**src/rtl/c1541_pkg.sv**
```systemverilog
// Shared types and helpers for the 1541 track-buffer controller.
package c1541_pkg;

  typedef enum logic [2:0] {
    IDLE,
    SETTLE,
    FLUSH_REQ,
    FLUSH_WAIT,
    LOAD_REQ,
    LOAD_WAIT,
    READY
  } trk_state_t;

  typedef enum logic [1:0] {
    XF_IDLE,
    XF_REQ,
    XF_WAIT
  } xfer_state_t;

  localparam int unsigned SD_BLK_BYTES = 512;

  // Image layout is a flat array of half-tracks, each a fixed run of SD blocks.
  function automatic logic [31:0] trk_lba(input logic [31:0] base,
                                          input logic [6:0]  track,
                                          input logic [3:0]  blk,
                                          input int unsigned blocks);
    return base + 32'(track) * blocks + 32'(blk);
  endfunction

endpackage

```
**src/rtl/c1541_sd_xfer.sv**
```systemverilog
// Single SD block handshake: raise rd/wr, drop it on the first ack, then
// report done once the SD side releases ack.
module c1541_sd_xfer
  import c1541_pkg::*;
(
  input  logic        clk32,
  input  logic        reset,
  input  logic        start,
  input  logic        wr,
  input  logic [31:0] lba,
  input  logic        ack,
  output logic        done,
  output logic        sd_rd,
  output logic        sd_wr,
  output logic [31:0] sd_lba
);

  xfer_state_t state_reg;

  always_ff @(posedge clk32) begin
    if (reset) begin
      state_reg <= XF_IDLE;
      done      <= 1'b0;
      sd_rd     <= 1'b0;
      sd_wr     <= 1'b0;
      sd_lba    <= 32'd0;
    end else begin
      done <= 1'b0;
      case (state_reg)
        XF_IDLE: begin
          if (start) begin
            sd_lba    <= lba;
            sd_rd     <= !wr;
            sd_wr     <= wr;
            state_reg <= XF_REQ;
          end
        end
        XF_REQ: begin
          if (ack) begin
            sd_rd     <= 1'b0;
            sd_wr     <= 1'b0;
            state_reg <= XF_WAIT;
          end
        end
        XF_WAIT: begin
          if (!ack) begin
            done      <= 1'b1;
            state_reg <= XF_IDLE;
          end
        end
        default: state_reg <= XF_IDLE;
      endcase
    end
  end

endmodule

```
**src/rtl/c1541_track_ctrl.sv**
```systemverilog
// Track-buffer sequencer: settle after head moves, optionally write back a dirty
// track, then load the new one block by block. Write-back needs C1541_DIRTY_FLUSH_EN.
module c1541_track_ctrl
  import c1541_pkg::*;
#(
  parameter int unsigned BLOCKS_PER_TRACK = 16,
  parameter int unsigned SETTLE_CYCLES    = 640000,
  parameter logic [31:0] BASE_LBA         = 32'd0
) (
  input  logic        clk32,
  input  logic        reset,
  input  logic [6:0]  half_track,
  input  logic        mtr,
  input  logic        img_mounted,
  input  logic        gcr_we,
  output logic        ram_ready,
  output logic [6:0]  cur_track,
  output logic [31:0] sd_lba,
  output logic        sd_rd,
  output logic        sd_wr,
  input  logic        sd_ack,
  output logic [3:0]  sd_blk
);

  localparam int CNT_W = (SETTLE_CYCLES > 1) ? $clog2(SETTLE_CYCLES) : 1;
  localparam logic [CNT_W-1:0] SETTLE_LAST = CNT_W'(SETTLE_CYCLES - 1);
  localparam logic [3:0] LAST_BLK = 4'(BLOCKS_PER_TRACK - 1);

  trk_state_t       state_reg;
  logic [CNT_W-1:0] settle_cnt_reg;
  logic [6:0]       tgt_track_reg;
  logic [6:0]       cur_track_reg;
  logic [3:0]       blk_reg;
  logic             dirty_reg, valid_reg, ram_ready_reg, abort_reg, flush_only_reg;
`ifdef C1541_DIRTY_FLUSH_EN
  logic             mtr_reg;
`endif

  logic        is_flush, in_xfer, xfer_start, xfer_done, xfer_rd, xfer_wr, xfer_acked;
  logic [6:0]  req_track;
  logic [31:0] req_lba;

  assign is_flush   = (state_reg == FLUSH_REQ) || (state_reg == FLUSH_WAIT);
  assign in_xfer    = is_flush || (state_reg == LOAD_REQ) || (state_reg == LOAD_WAIT);
  assign xfer_start = (state_reg == FLUSH_REQ) || (state_reg == LOAD_REQ);
  assign req_track  = is_flush ? cur_track_reg : tgt_track_reg;
  assign req_lba    = trk_lba(BASE_LBA, req_track, blk_reg, BLOCKS_PER_TRACK);
  assign xfer_acked = sd_ack && (xfer_rd || xfer_wr);

  c1541_sd_xfer u_xfer (
    .clk32  (clk32),
    .reset  (reset),
    .start  (xfer_start),
    .wr     (is_flush),
    .lba    (req_lba),
    .ack    (sd_ack),
    .done   (xfer_done),
    .sd_rd  (xfer_rd),
    .sd_wr  (xfer_wr),
    .sd_lba (sd_lba)
  );

  always_ff @(posedge clk32) begin
    if (reset) begin
      state_reg      <= IDLE;
      settle_cnt_reg <= '0;
      tgt_track_reg  <= 7'd0;
      cur_track_reg  <= 7'd0;
      blk_reg        <= 4'd0;
      dirty_reg      <= 1'b0;
      valid_reg      <= 1'b0;
      ram_ready_reg  <= 1'b0;
      abort_reg      <= 1'b0;
      flush_only_reg <= 1'b0;
`ifdef C1541_DIRTY_FLUSH_EN
      mtr_reg        <= 1'b0;
`endif
    end else begin
`ifdef C1541_DIRTY_FLUSH_EN
      mtr_reg <= mtr;
`endif
      case (state_reg)
        IDLE: begin
          ram_ready_reg <= 1'b0;
          abort_reg     <= 1'b0;
          if (!valid_reg || half_track != cur_track_reg) begin
            tgt_track_reg  <= half_track;
            settle_cnt_reg <= '0;
            state_reg      <= SETTLE;
          end
        end
        SETTLE: begin
          ram_ready_reg <= 1'b0;
          if (half_track != tgt_track_reg) begin
            tgt_track_reg  <= half_track;
            settle_cnt_reg <= '0;
          end else if (settle_cnt_reg == SETTLE_LAST) begin
            blk_reg   <= 4'd0;
            state_reg <= (dirty_reg && valid_reg) ? FLUSH_REQ : LOAD_REQ;
          end else begin
            settle_cnt_reg <= settle_cnt_reg + 1'b1;
          end
        end
        FLUSH_REQ: if (xfer_acked) state_reg <= FLUSH_WAIT;
        FLUSH_WAIT: begin
          if (xfer_done) begin
            if (abort_reg) begin
              state_reg <= IDLE;
            end else if (blk_reg == LAST_BLK) begin
              dirty_reg      <= 1'b0;
              blk_reg        <= 4'd0;
              flush_only_reg <= 1'b0;
              state_reg      <= flush_only_reg ? READY : LOAD_REQ;
            end else begin
              blk_reg   <= blk_reg + 4'd1;
              state_reg <= FLUSH_REQ;
            end
          end
        end
        LOAD_REQ: if (xfer_acked) state_reg <= LOAD_WAIT;
        LOAD_WAIT: begin
          if (xfer_done) begin
            if (abort_reg) begin
              state_reg <= IDLE;
            end else if (blk_reg == LAST_BLK) begin
              cur_track_reg <= tgt_track_reg;
              valid_reg     <= 1'b1;
              state_reg     <= READY;
            end else begin
              blk_reg   <= blk_reg + 4'd1;
              state_reg <= LOAD_REQ;
            end
          end
        end
        READY: begin
          if (half_track != cur_track_reg) begin
            ram_ready_reg  <= 1'b0;
            tgt_track_reg  <= half_track;
            settle_cnt_reg <= '0;
            state_reg      <= SETTLE;
          end
`ifdef C1541_DIRTY_FLUSH_EN
          else if (mtr_reg && !mtr && dirty_reg) begin
            ram_ready_reg  <= 1'b0;
            blk_reg        <= 4'd0;
            flush_only_reg <= 1'b1;
            state_reg      <= FLUSH_REQ;
          end
`endif
          else begin
            ram_ready_reg <= 1'b1;
`ifdef C1541_DIRTY_FLUSH_EN
            if (gcr_we) dirty_reg <= 1'b1;
`endif
          end
        end
        default: state_reg <= IDLE;
      endcase

      // A new image invalidates the buffer; an in-flight block is allowed to finish.
      if (img_mounted) begin
        dirty_reg <= 1'b0;
        valid_reg <= 1'b0;
        if (in_xfer) begin
          abort_reg <= 1'b1;
        end else begin
          ram_ready_reg <= 1'b0;
          state_reg     <= IDLE;
        end
      end
    end
  end

  // Drop ready in the same cycle the head leaves the buffered track.
  assign ram_ready = ram_ready_reg && (half_track == cur_track_reg);
  assign cur_track = cur_track_reg;
  assign sd_blk    = blk_reg;
  assign sd_rd     = xfer_rd;

`ifdef C1541_DIRTY_FLUSH_EN
  assign sd_wr = xfer_wr;
`else
  logic unused_inputs;
  assign unused_inputs = &{1'b0, gcr_we, mtr, xfer_wr};
  assign sd_wr = 1'b0;
`endif

endmodule
```
**config.mk**
```make
export PLATFORM = sky130hd
export DESIGN_NAME = c1541_track_ctrl
export DESIGN_NICKNAME = d
export VERILOG_FILES = /design/src/rtl/c1541_pkg.sv /design/src/rtl/c1541_sd_xfer.sv /design/src/rtl/c1541_track_ctrl.sv
export SDC_FILE = /design/constraint.sdc
export NUM_CORES = 1
export LEC_CHECK = 0
export BUFFER_PORTS_ARGS = -buffer_cell sky130_fd_sc_hd__buf_2
export CAP_MARGIN = 30
export CORE_MARGIN = 10
export CORE_UTILIZATION = 40
export DETAILED_ROUTE_END_ITERATION = 7
export HOLD_SLACK_MARGIN = 0.03
export PLACE_DENSITY = 0.65
export SYNTH_ARGS = -nofsm -noshare
export SYNTH_HDL_FRONTEND = slang
export SYNTH_HIERARCHICAL = 1
export SYNTH_SLANG_ARGS = --single-unit
```
**constraint.sdc**
```tcl
create_clock -name clk32 -period 2.42 [get_ports clk32]
set_clock_uncertainty 0.15 [all_clocks]
set_input_delay 0.242 -clock clk32 [delete_from_list [all_inputs] [get_ports clk32]]
set_output_delay 0.242 -clock clk32 [all_outputs]
set_load 0.1 [all_outputs]
```
# Word-level counts from Yosys, hierarchy flattened
# Cells that the tools add are included.
word_totals:
  inputBits: 13
  elab_cells: 121
  regBits: 81
classes:
  mux: 51
  eq_ne: 27
  n_addsub: 3
  bitwise: 2
  reduce_logical: 25
op_table:
  columns: ["operator", "count"]
  rows:
  - ["$mux 20", 4]
  - ["$pmux 20 s3", 1]
  - ["$mux 3", 13]
  - ["$mux 4", 8]
  - ["$mux 7", 4]
  - ["$pmux 3 s7", 1]
  - ["$pmux 7 s3", 1]
  - ["$add 20x1->20 const B", 1]
  - ["$eq 20x20->1 const B", 1]
  - ["$ne 2x2->1 const B", 10]
  - ["$ne 7x7->1", 2]
  - ["$add 11x4->12", 1]
  - ["$pmux 4 s3", 1]
  - ["$reduce_and 4->1", 3]
  - ["$mux 1", 10]
  - ["$eq 3x3->1 const B", 3]
  - ["$mux 2", 4]
  - ["$reduce_and 8->1", 1]
  - ["$eq 7x7->1", 1]
  - ["$eq 3x2->1 const B", 2]
  - ["$logic_or 1x1->1", 6]
  - ["$ne 2x1->1 const B", 3]
  - ["$pmux 1 s2", 3]
  - ["$pmux 2 s3", 1]
  - ["other kinds (16)", 23]

# Logic depth before layout (Yosys ltp)
# Gate-level depths: netlist of the first run.
logic_depth:
  depth_word: 7
  ltp_mapped: 9
  ltp_nobuf: 6

# By module
# Netlist of the first run, hierarchy kept.
by_module_without_submodules:
  columns: ["module", "area_each_um2", "instances", "cells_per_inst"]
  rows:
  - ["c1541_track_ctrl", 2680.1, 1, 325]
  - ["c1541_sd_xfer", 1312.5, 1, 159]

# Worst setup path before layout of the first run
# No wires, ideal clock.
synth_path:
  path_type: "flip-flop to output port"
  startpoint: "reg cur_track_reg[1], in the netlist cur_track[1]"
  endpoint: "out ram_ready"
  path_buffers: 0
  stages_incl_launch_ff: 5
  path_slack_ps: -895
  arrival_time_ps: 2923
  cell_sequence: "dfxtp_1 -> xnor2_1 -> nand4_1 -> or2_2 -> nor2_1"
synth_between:
  elab_chain_len: 2
synth_rtl:
  columns: ["element", "line_no", "text"]
  rows:
  - ["from (decl)", "c1541_track_ctrl.sv:32", "logic [6:0] cur_track_reg;"]
  - ["from (signal assigned)", "c1541_track_ctrl.sv:126", "cur_track_reg <= tgt_track_reg;"]
  - ["$eq 7x7->1", "c1541_track_ctrl.sv:175", "assign ram_ready = ram_ready_reg && (half_track == cur_track_reg);"]
  - ["$logic_and 1x1->1", "c1541_track_ctrl.sv:175", null]
  - ["to (decl)", "c1541_track_ctrl.sv:16", "output logic ram_ready,"]
# Every way passes these cells.

# Final worst setup path of the first run
layout_path:
  startpoint: "in half_track[3]"
  endpoint: "out ram_ready"
layout_between:
  elab_chain_len: 2
layout_rtl:
  columns: ["element", "line_no", "text"]
  rows:
  - ["from (decl)", "c1541_track_ctrl.sv:12", "input logic [6:0] half_track,"]
  - ["$eq 7x7->1", "c1541_track_ctrl.sv:175", null]
  - ["$logic_and 1x1->1", "c1541_track_ctrl.sv:175", null]
# Every way passes these cells.

==> flow_summary.yaml, run 1 <==
yosys:
  synth_seq_cells: 81
  synth_seq_area_share: 0.406
  synth_compound_area_frac: 0.185
  netlist_area_um2: 3990
  syn_avg_cell_area_um2: 8.25
  synth_edf_count: 0
  synth_cell_types: 61
  synth_xor_area_frac: 0.0329
  yosys_warnings: 6
  synth_top_family_by_area: "simple AND/OR/NAND/NOR gates"
  ys_async_sr_fraction: 0
  synthSimpleGateAreaFrac: 0.249
  synth_fa_ha_area_frac: 0.00627
  netlist_instances: 484
  synth-main-ff-cell: "dfxtp_1"
  synth.mux.area_fraction: 0.0677
placed_design:
  dp_hpwl_um: 7210
  place_congestion: 0.873
  portBuffers: 55
  placed_cells: 681
  place_ws_ps: 145
pwr:
  switching_share: 0.231
  seqPwrFrac: 0.509
  vdd_drop_max_v: 0.000340
  p_leak_nw: 1.84
  clkPwrFrac: 0.440
  powerDensity_nw_per_um2: 538
  p_comb_frac: 0.050
  p_switching_mw: 0.611
  p_total_mw: 2.64
  internal_power_mw: 2.03
final_layout:
  antenna_cells: 0
  multi_input_area_um2: 2280
  finalNonFillerCells: 708
  fill_cells: 940
  largest_reg_flops: 32
  drive_gt1_frac: 0.223
  utilization: 0.505
  final_nets: 585
  seq_area_um2: 1630
  areaGrowthSynthToFinish_pct: 23.1
setup_path:
  regToRegSetupSlack_ps: 150
  worstPathRequired_ps: 2030
  critical_path.endpoint: "ram_ready"
  r2r_start: "settle_cnt_reg[0]"
  worstSetupStartpoint: "half_track[3]"
  rr_endpoint: "settle_cnt_reg[9]"
  worst-setup-path-type: "input pin to output pin"
  crit_path_start_kind: "input pin"
  arrival_ps: 1990
  reg2reg_depth: 7
  critical_path_peak_fanout: 5
  cp-end-kind: "output pin"
floorplanning:
  core_area_um2: 9730
  die-area_um2: 14400
  boundaryPins: 59
  placementRows: 36
  die-width_um: 120
  die_h_um: 120
  start_util: 0.410
clock_tree:
  clk_latency_ps: 360
  root_buffer: "clkbuf_8"
  numCtsBuffers: 9
  htree_levels: 3
  cts_tree: "yes"
  cts_sinks: 81
  path_clk_slew_ps: 90
  ctsLongestPathBuffers: 2
drt:
  wirelength_um: 10100
  wire_per_inst_um: 14.3
  viasPerCell: 5.18
  num_vias: 3669
  first_pass_iters: 4
  drc: 0
  drt_iter0_markers: 196
  ant_nets: 0
global_route:
  overflow: 0
  grt_max_degree: 54
  busiest_layer: "met2"
  grt_pass1_vias: 3417
  use_met2: 0.215
  grt_use_met1: 0.172
  grt_antenna_before_repair: 0
  grt_pass1_wl_um: 16400
  grt_use_total: 0.135
  grtUsageMet3: 0.0314
sta:
  final_max_slew_viol_count: 0
  fmax_mhz: 421
  fin_crit_sh: 0.982
  worst_pin_slew_ps: 622
  period_needed_ps: 2380
  rsz0062_at_grt: "yes"
  slew_headroom: 0.581
  setup_viol: 0
  setup_slack_ps: 42.6
  hold_viol_final: 0
flow_run:
  maxCapViolations: 0
run_status:
  status: "finished clean"
hold_path:
  hold_class: "input pin to flip-flop"
  min_from: "reset"
-- how the worst min path moves through the flow --
stage / to / cells after the start
floorplan: valid_reg / 1
global placement: u_xfer/sd_lba[28] / 2
detailed placement: u_xfer/sd_lba[30] / 2
CTS: settle_cnt_reg[6] / 3
global route: cur_track[3] / 3
finish: settle_cnt_reg[6] / 3
-- area by class of cell --
| cell class | count | area share |
|---|---|---|
| multi-input combinational | 383 | 0.464 |
| inverter | 6 | 0.00458 |
| clock buffer | 11 | 0.0308 |
| sequential | 81 | 0.332 |
| clock inverter | 5 | 0.0173 |
| timing repair buffer | 89 | 0.118 |
| tap | 133 | 0.0339 |
-- power groups by stage --
stage	logic (mW)	registers (mW)	clock network, mW
floorplan	0.0827	1.38	0
global placement	0.116	1.38	0
detailed placement	0.119	1.38	0
CTS	0.130	1.35	1.19
global route	0.145	1.35	1.24
finish	0.133	1.35	1.16
-- synth_stat cells (5+ instances only) --
library cell | count | area share
mux2i_1 | 18 | 0.045
inv_1 | 6 | 0.0056
nor3_1 | 12 | 0.015
a21oi_1 | 57 | 0.071
xnor2_1 | 8 | 0.018
o21ai_0 | 21 | 0.026
mux2_2 | 8 | 0.023
nand3_1 | 23 | 0.029
buf_2 | 12 | 0.015
nand2b_1 | 5 | 0.0078
o31ai_1 | 5 | 0.0094
or4_1 | 5 | 0.0094
dfxtp_1 | 81 | 0.41
and3_1 | 9 | 0.014
nand2_1 | 86 | 0.081
buf_4 | 6 | 0.011
nor2_1 | 28 | 0.026
o211ai_1 | 11 | 0.021
clkbuf_1 | 14 | 0.013
xor2_1 | 7 | 0.015
-- metrics by stage --
stage                     hold WS (ps)  setup TNS, ps  instance area, um2
after CTS                          184              0                4890
after floorplan                    171              0                4090
after detailed placement           293              0                4570
final                              195              0                4910
after global routing               190          -15.8                4910
after global placement             291              0                4570
-- cell families after synthesis --
kind of cell,after synthesis
fa+ha+maj,2
buf+inv,41
xor+xnor,15
compound gates,120
other cells,1
flops,81
mux,26
simple gates,198
-- critical path, cell delays in order --
cell and delay, ps:
dlygate4sd3_1 530, buf_2 160, xnor2_1 200, nand3_2 180, or2_2 390, nor2_4 110, buf_12 180
-- routing by layer --
layer | share of wire | vias up
met5 | 0 | -
met4 | 0.018 | 0
met3 | 0.049 | 13
met2 | 0.46 | 84
met1 | 0.47 | 1704
li1 | - | 1868
-- cell usage in the layout (no fill, tap or decap), types with 5 or more instances in the layout --
master	synthesis	final
xnor2_1	8	8
inv_1	6	6
mux2_2	8	8
xor2_1	7	7
nand2_1	86	86
buf_4	6	24
nor2_1	28	27
nor3_1	12	12
and3_1	9	9
dlygate4sd3_1	0	9
nand2b_1	5	5
o211ai_1	11	11
mux2i_1	18	18
a21oi_1	57	57
or4_1	5	5
clkbuf_8	0	11
dfxtp_1	81	74
nand3_1	23	22
dfxtp_2	0	7
buf_2	12	54
o21ai_0	21	21
conb_1	1	22
-- timing repair --
item,in CTS,in global routing
gates resized for setup,0,2
hold buffers,9,0
hold endpoints to repair,10,0
buffers inserted,0,2
endpoints found under the setup margin,0,44
No activity file was read; power rests on OpenSTA's default activity.
==> inputs of run 2 (changes only) <==
--- a/config.mk
+++ b/config.mk
@@ -11,8 +11,7 @@
 export CORE_UTILIZATION = 40
 export DETAILED_ROUTE_END_ITERATION = 7
 export HOLD_SLACK_MARGIN = 0.03
-export PLACE_DENSITY = 0.65
+export PLACE_DENSITY = 0.66
 export SYNTH_ARGS = -nofsm -noshare
 export SYNTH_HDL_FRONTEND = slang
-export SYNTH_HIERARCHICAL = 1
 export SYNTH_SLANG_ARGS = --single-unit
==> flow_summary.yaml, run 2 <==
run_status:
  status: "finished clean"
yosys:
  synth-main-ff-cell: "dfxtp_1"
  synth_top_cell_area_share: 0.368
  netlist_area_um2: 3270
  yosysMostFrequentCell: "dfxtp_1"
  ys_async_sr_fraction: 0
  synth_seq_area_share: 0.368
  syn_avg_cell_area_um2: 8.37
  synth_edf_count: 0
  synth_cell_types: 52
  yosys.area.top_type: "dfxtp_1"
  yosys_warnings: 0
  netlist_instances: 390
  synthTopCellsByArea: "dfxtp_1 (37%), buf_4 (6.4%), a21oi_1 (6.1%)"
  synth_seq_cells: 60
  synth_common_cells: "dfxtp_1 (60), a21oi_1 (40), buf_4 (28), nor2_1 (26), nand3_1 (25)"
pwr:
  p_total_mw: 2.14
  p_leak_nw: 1.43
  powerDensity_nw_per_um2: 558
  vdd_drop_max_v: 0.000330
hold_path:
  hold_path_end: "tgt_track_reg[0]"
  hold_class: "input pin to flip-flop"
  min_from: "half_track[0]"
  hold_path_depth: 3
drt:
  drc: 0
  wl_met2_um: 3960
  top_layer: "met4"
  ant_nets: 0
  first_pass_iters: 4
  m1WireLength_um: 3620
  wl_met3_um: 529
  viasPerCell: 5.54
  wire_per_inst_um: 15.1
  wirelength_um: 8230
  drt_iter0_markers: 135
  num_vias: 3015
setup_path:
  regToRegSetupSlack_ps: 110
  crit_path_top_delay_cell: "or4_4"
  r2r_start: "settle_cnt_reg[0]"
  crit_family: "simple AND/OR/NAND/NOR gates"
  crit_path_start_kind: "flip-flop"
  cp_num_buf_inv: 1
  rr_endpoint: "sd_blk[0]"
  arrival_ps: 2430
  worst-setup-path-type: "flip-flop to flip-flop"
  cp-end-kind: "flip-flop"
  worstPathRequired_ps: 2540
  slowest_delay_ps: 570
  reg2reg_depth: 7
  critical_path_peak_fanout: 5
  path_cells: "ha_2, nand3_1, or3_4, or4_4, a21oi_2, buf_4, mux2i_1"
final_layout:
  final_nets: 452
  final_cell_mix: "dfxtp_1 (51), a21oi_1 (39), buf_2 (33)"
  finalNonFillerCells: 544
  final_common_cell: "dfxtp_1"
  drive_gt1_frac: 0.231
  antenna_cells: 0
  areaGrowthSynthToFinish_pct: 17.8
  fill_cells: 764
  largest_reg_flops: 20
sta:
  setup_viol: 0
  fmax_mhz: 434
  fin_worst_hold_slack_ps: 36.2
  final_max_slew_viol_count: 0
  hold_viol_final: 0
  fin_tns_setup_ps: 0
  slew_headroom: 0.649
  fin_crit_sh: 0.953
  setup_slack_ps: 114
  worst_pin_slew_ps: 523
  period_needed_ps: 2310
clock_tree:
  path_clk_slew_ps: 70
  cts_sinks: 60
  cts_tree: "yes"
  htree_levels: 3
  root_buffer: "clkbuf_8"
  numCtsBuffers: 9
  clk_latency_ps: 340
  ctsLongestPathBuffers: 2
floorplanning:
  placementRows: 32
  die-width_um: 110
  core_area_um2: 7850
  boundaryPins: 59
  die-area_um2: 12200
  start_util: 0.416
  die_h_um: 110
global_route:
  overflow: 0
  grt_pass1_wl_um: 13300
  grt_use_total: 0.133
  grt_antenna_before_repair: 0
  grt_pass1_vias: 2799
  grt_max_degree: 40
placed_design:
  dp_hpwl_um: 5730
  place_ws_ps: 36.3
  place_congestion: 0.825
  placed_cells: 519
  portBuffers: 34
flow_run:
  maxCapViolations: 0
==> run 2: cell type report <==
cell class / count / area [um2] / share of cell area
clock buffers: 9 / 124 / 0.0322
clock inverters: 7 / 76.3 / 0.0198
inverters: 7 / 26.3 / 0.00683
multi-input cells: 294 / 1830 / 0.476
flip-flops and latches: 60 / 1230 / 0.320
well taps: 102 / 128 / 0.0332
repair buffers: 65 / 430 / 0.112
==> run 2: cell families (layout without fill, tap and decap cells) <==
group | Yosys count | in the layout | share of synthesized area
other cells | 1 | 22 | 0.00115
mux | 17 | 17 | 0.0525
simple gates | 134 | 134 | 0.230
fa+ha+maj | 2 | 2 | 0.00766
compound gates | 103 | 103 | 0.195
xor+xnor | 16 | 16 | 0.0429
buf+inv | 57 | 88 | 0.104
flops | 60 | 60 | 0.368
==> run 2: worst max path at each step <==
stage                           start                 end  slack [ps]  cells after the start
global placement    settle_cnt_reg[0]           sd_blk[0]          60                      7
detailed placement  settle_cnt_reg[0]  settle_cnt_reg[10]          40                      8
floorplan           settle_cnt_reg[0]           sd_blk[0]           9                      6
CTS                 settle_cnt_reg[0]  settle_cnt_reg[10]          -4                      8
global route             state_reg[2]  settle_cnt_reg[13]         -10                      8
finish              settle_cnt_reg[0]           sd_blk[0]         110                      7
==> run 2: layer usage <==
metal	global-route usage	vias to the layer above
met1	0.171	1417
li1	-	1496
met2	0.208	91
met3	0.0337	11
met4	0.0514	0
met5	0	-
==> run 2: worst min-delay path, stage by stage <==
cell and delay, ps:
buf_2 120, nand3_1 60, a21oi_1 50
==> run 2: report_power, final <==
part	leakage (nW)	switching [mW]	internal (mW)	total (mW)
combinational	0.847	0.200	0.0332	0.233
clock	0.0958	0.437	0.480	0.917
sequential	0.492	0.00846	0.986	0.995
total	1.43	0.645	1.50	2.14
==> run 2: stage by stage <==
stage / util / cell area [um2]
2_1_floorplan: - / 3370
3_3_place_gp: 0.452 / 3540
3_5_place_dp: 0.452 / 3540
4_1_cts: 0.480 / 3760
5_1_grt: 0.490 / 3850
6_report: 0.490 / 3850
==> run 2: repair_timing <==
action | in CTS | in global routing
buffers inserted | 0 | 5
setup endpoints to repair | 1 | 22
pin swaps | 0 | 3
cloned | 0 | 2
gates resized for setup | 0 | 14
hold endpoints to repair | 3 | 0
hold buffers | 2 | 0
==> inputs of run 3 (changes only) <==
--- a/config.mk
+++ b/config.mk
@@ -5,13 +5,14 @@
 export SDC_FILE = /design/constraint.sdc
 export NUM_CORES = 1
 export LEC_CHECK = 0
+export ABC_AREA = 1
 export BUFFER_PORTS_ARGS = -buffer_cell sky130_fd_sc_hd__buf_2
 export CAP_MARGIN = 30
 export CORE_MARGIN = 10
-export CORE_UTILIZATION = 40
+export CORE_UTILIZATION = 57
 export DETAILED_ROUTE_END_ITERATION = 7
 export HOLD_SLACK_MARGIN = 0.03
-export PLACE_DENSITY = 0.66
+export PLACE_DENSITY = 0.86
 export SYNTH_ARGS = -nofsm -noshare
 export SYNTH_HDL_FRONTEND = slang
 export SYNTH_SLANG_ARGS = --single-unit
==> flow_summary.yaml, run 3 <==
yosys:
  netlist_area_um2: 3780
  synthTopCellsByArea: "dfxtp_1 (32%), nand2_1 (15%), nor2_1 (8.0%)"
  ys_async_sr_fraction: 0
  netlist_instances: 578
  yosys_warnings: 0
  yosys.area.top_type: "dfxtp_1"
  syn_avg_cell_area_um2: 6.54
  synth_top_cell_area_share: 0.318
  synth_seq_cells: 60
  synth_seq_area_share: 0.318
  synth_cell_types: 43
  synth_edf_count: 0
  synth_common_cells: "nand2_1 (155), nor2_1 (81), dfxtp_1 (60), inv_1 (59), nand3_1 (33)"
  yosysMostFrequentCell: "nand2_1"
  synth-main-ff-cell: "dfxtp_1"
sta:
  worst_pin_slew_ps: 590
  fmax_mhz: 439
  period_needed_ps: 2280
  slew_headroom: 0.605
  rsz0062_at_grt: "no"
  final_max_slew_viol_count: 0
  fin_crit_sh: 0.940
  hold_viol_final: 0
  fin_tns_setup_ps: 0
  setup_viol: 0
global_route:
  overflow: 0
  grt_pass1_vias: 3439
  grt_antenna_before_repair: 0
  grt_max_degree: 40
  grt_use_total: 0.184
  grt_pass1_wl_um: 15600
floorplanning:
  core_area_um2: 6390
  die-width_um: 101
  placementRows: 29
  start_util: 0.592
  die-area_um2: 10300
  die_h_um: 101
  boundaryPins: 59
setup_path:
  cp_num_buf_inv: 3
  critical_path_peak_fanout: 5
  regToRegSetupSlack_ps: 350
  worstPathRequired_ps: 2030
  slowest_delay_ps: 430
  crit_path_top_delay_cell: "buf_2"
  r2r_start: "settle_cnt_reg[0]"
  reg2reg_depth: 10
  crit_top_cell: "nand2_1"
  crit_family: "buffers and inverters"
  worst-setup-path-type: "flip-flop to output pin"
  rr_endpoint: "settle_cnt_reg[1]"
  worstSetupStartpoint: "cur_track[2]"
  crit_path_start_kind: "flip-flop"
  arrival_ps: 1880
  path_cells: "inv_1, nand2_1, nand2_1, nor2_1, nand2_1, nor2_4, inv_1, nor2_4, buf_2"
  cp-end-kind: "output pin"
final_layout:
  finalNonFillerCells: 697
  areaGrowthSynthToFinish_pct: 10.9
  final_cell_mix: "nand2_1 (155), nor2_1 (80), inv_1 (59)"
  utilization: 0.656
  largest_reg_flops: 20
  antenna_cells: 0
  final_common_cell: "nand2_1"
  drive_gt1_frac: 0.169
  fill_cells: 570
  final_nets: 630
pwr:
  p_total_mw: 2.39
  internal_power_mw: 1.72
  switching_share: 0.279
  p_switching_mw: 0.668
  seqPwrFrac: 0.420
  p_comb_frac: 0.111
  vdd_drop_max_v: 0.000591
  powerDensity_nw_per_um2: 570
  clkPwrFrac: 0.469
  p_leak_nw: 1.80
placed_design:
  placed_cells: 679
  place_congestion: 0.908
  dp_hpwl_um: 6880
  portBuffers: 34
hold_path:
  hold_path_depth: 4
  hold_class: "input pin to flip-flop"
  hold_path_end: "u_xfer.sd_lba[3]"
  min_from: "reset"
clock_tree:
  numCtsBuffers: 9
  cts_resized: 0
  cts_setup_buffers: 0
  hold_buffers: 2
  ctsLongestPathBuffers: 2
  cts_sinks: 60
  path_clk_slew_ps: 70
  cts_tree: "yes"
  htree_levels: 3
  root_buffer: "clkbuf_8"
  clk_latency_ps: 350
drt:
  wire_per_inst_um: 13.3
  first_pass_iters: 5
  num_vias: 3670
  ant_nets: 0
  drc: 0
  drt_iter0_markers: 214
  viasPerCell: 5.27
  wirelength_um: 9260
flow_run:
  maxCapViolations: 0
run_status:
  status: "finished clean"
[run 3: worst max path at each step]
stage                     slack [ps]  cells after the start                end
after global routing              60                      8          ram_ready
after detailed placement         340                     10  settle_cnt_reg[1]
after CTS                        150                      9          ram_ready
after global placement           370                     10  settle_cnt_reg[1]
after floorplan                    4                      6          ram_ready
final                            140                      9          ram_ready
[run 3: cells by family (layout without fill, tap and decap cells)]
logic type / after synthesis / in the layout / share of synthesized area
compound gates: 74 / 74 / 0.126
xor+xnor: 13 / 13 / 0.0301
fa+ha+maj: 2 / 2 / 0.00662
buf+inv: 105 / 126 / 0.137
flops: 60 / 60 / 0.318
other cells: 1 / 22 / 0.000992
simple gates: 323 / 323 / 0.381
[run 3: area by class of cell]
cell class	instances	area [um2]	area share
flip-flops and latches	60	1210	0.288
well taps	77	96.3	0.0230
repair buffers	43	243	0.0579
clock inverters	7	124	0.0296
clock buffers	9	124	0.0296
multi-input cells	434	2140	0.512
inverters	67	251	0.0600
[run 3: metal layers]
| metal | part of all wire | vias to the layer above | global-route usage |
|---|---|---|---|
| met3 | 0.085 | 14 | 0.0524 |
| met4 | 0.013 | 0 | 0.0600 |
| li1 | - | 1874 | - |
| met1 | 0.43 | 1647 | 0.221 |
| met2 | 0.47 | 135 | 0.308 |
| met5 | 0 | - | 0 |
[run 3: power groups by stage]
stage               Combinational (mW)  Sequential [mW]  Clock, mW
floorplan                        0.254             1.02          0
global placement                 0.255             1.03          0
detailed placement               0.259             1.03          0
CTS                              0.262             1.00       1.14
global route                     0.282             1.00       1.18
finish                           0.265             1.00       1.12
[run 3: worst register-to-register path, stage by stage, from the launching register on]
cell,delay [ps]
dfxtp_1,390
ha_1,280
nand2_2,110
nor2_4,120
nand2_2,90
nor2_2,180
nand3_4,140
nand3_4,280
nand2_1,90
nand2_1,70
nor2_1,30
[run 3: through the flow]
stage               setup slack [ps]  area (um2)  hold slack, ps
finish                           145        4190            91.8
global route                    63.1        4190             114
CTS                              153        4190            64.2
detailed placement               338        3920             301
global placement                 370        3920             298
floorplan                       4.26        3870             170
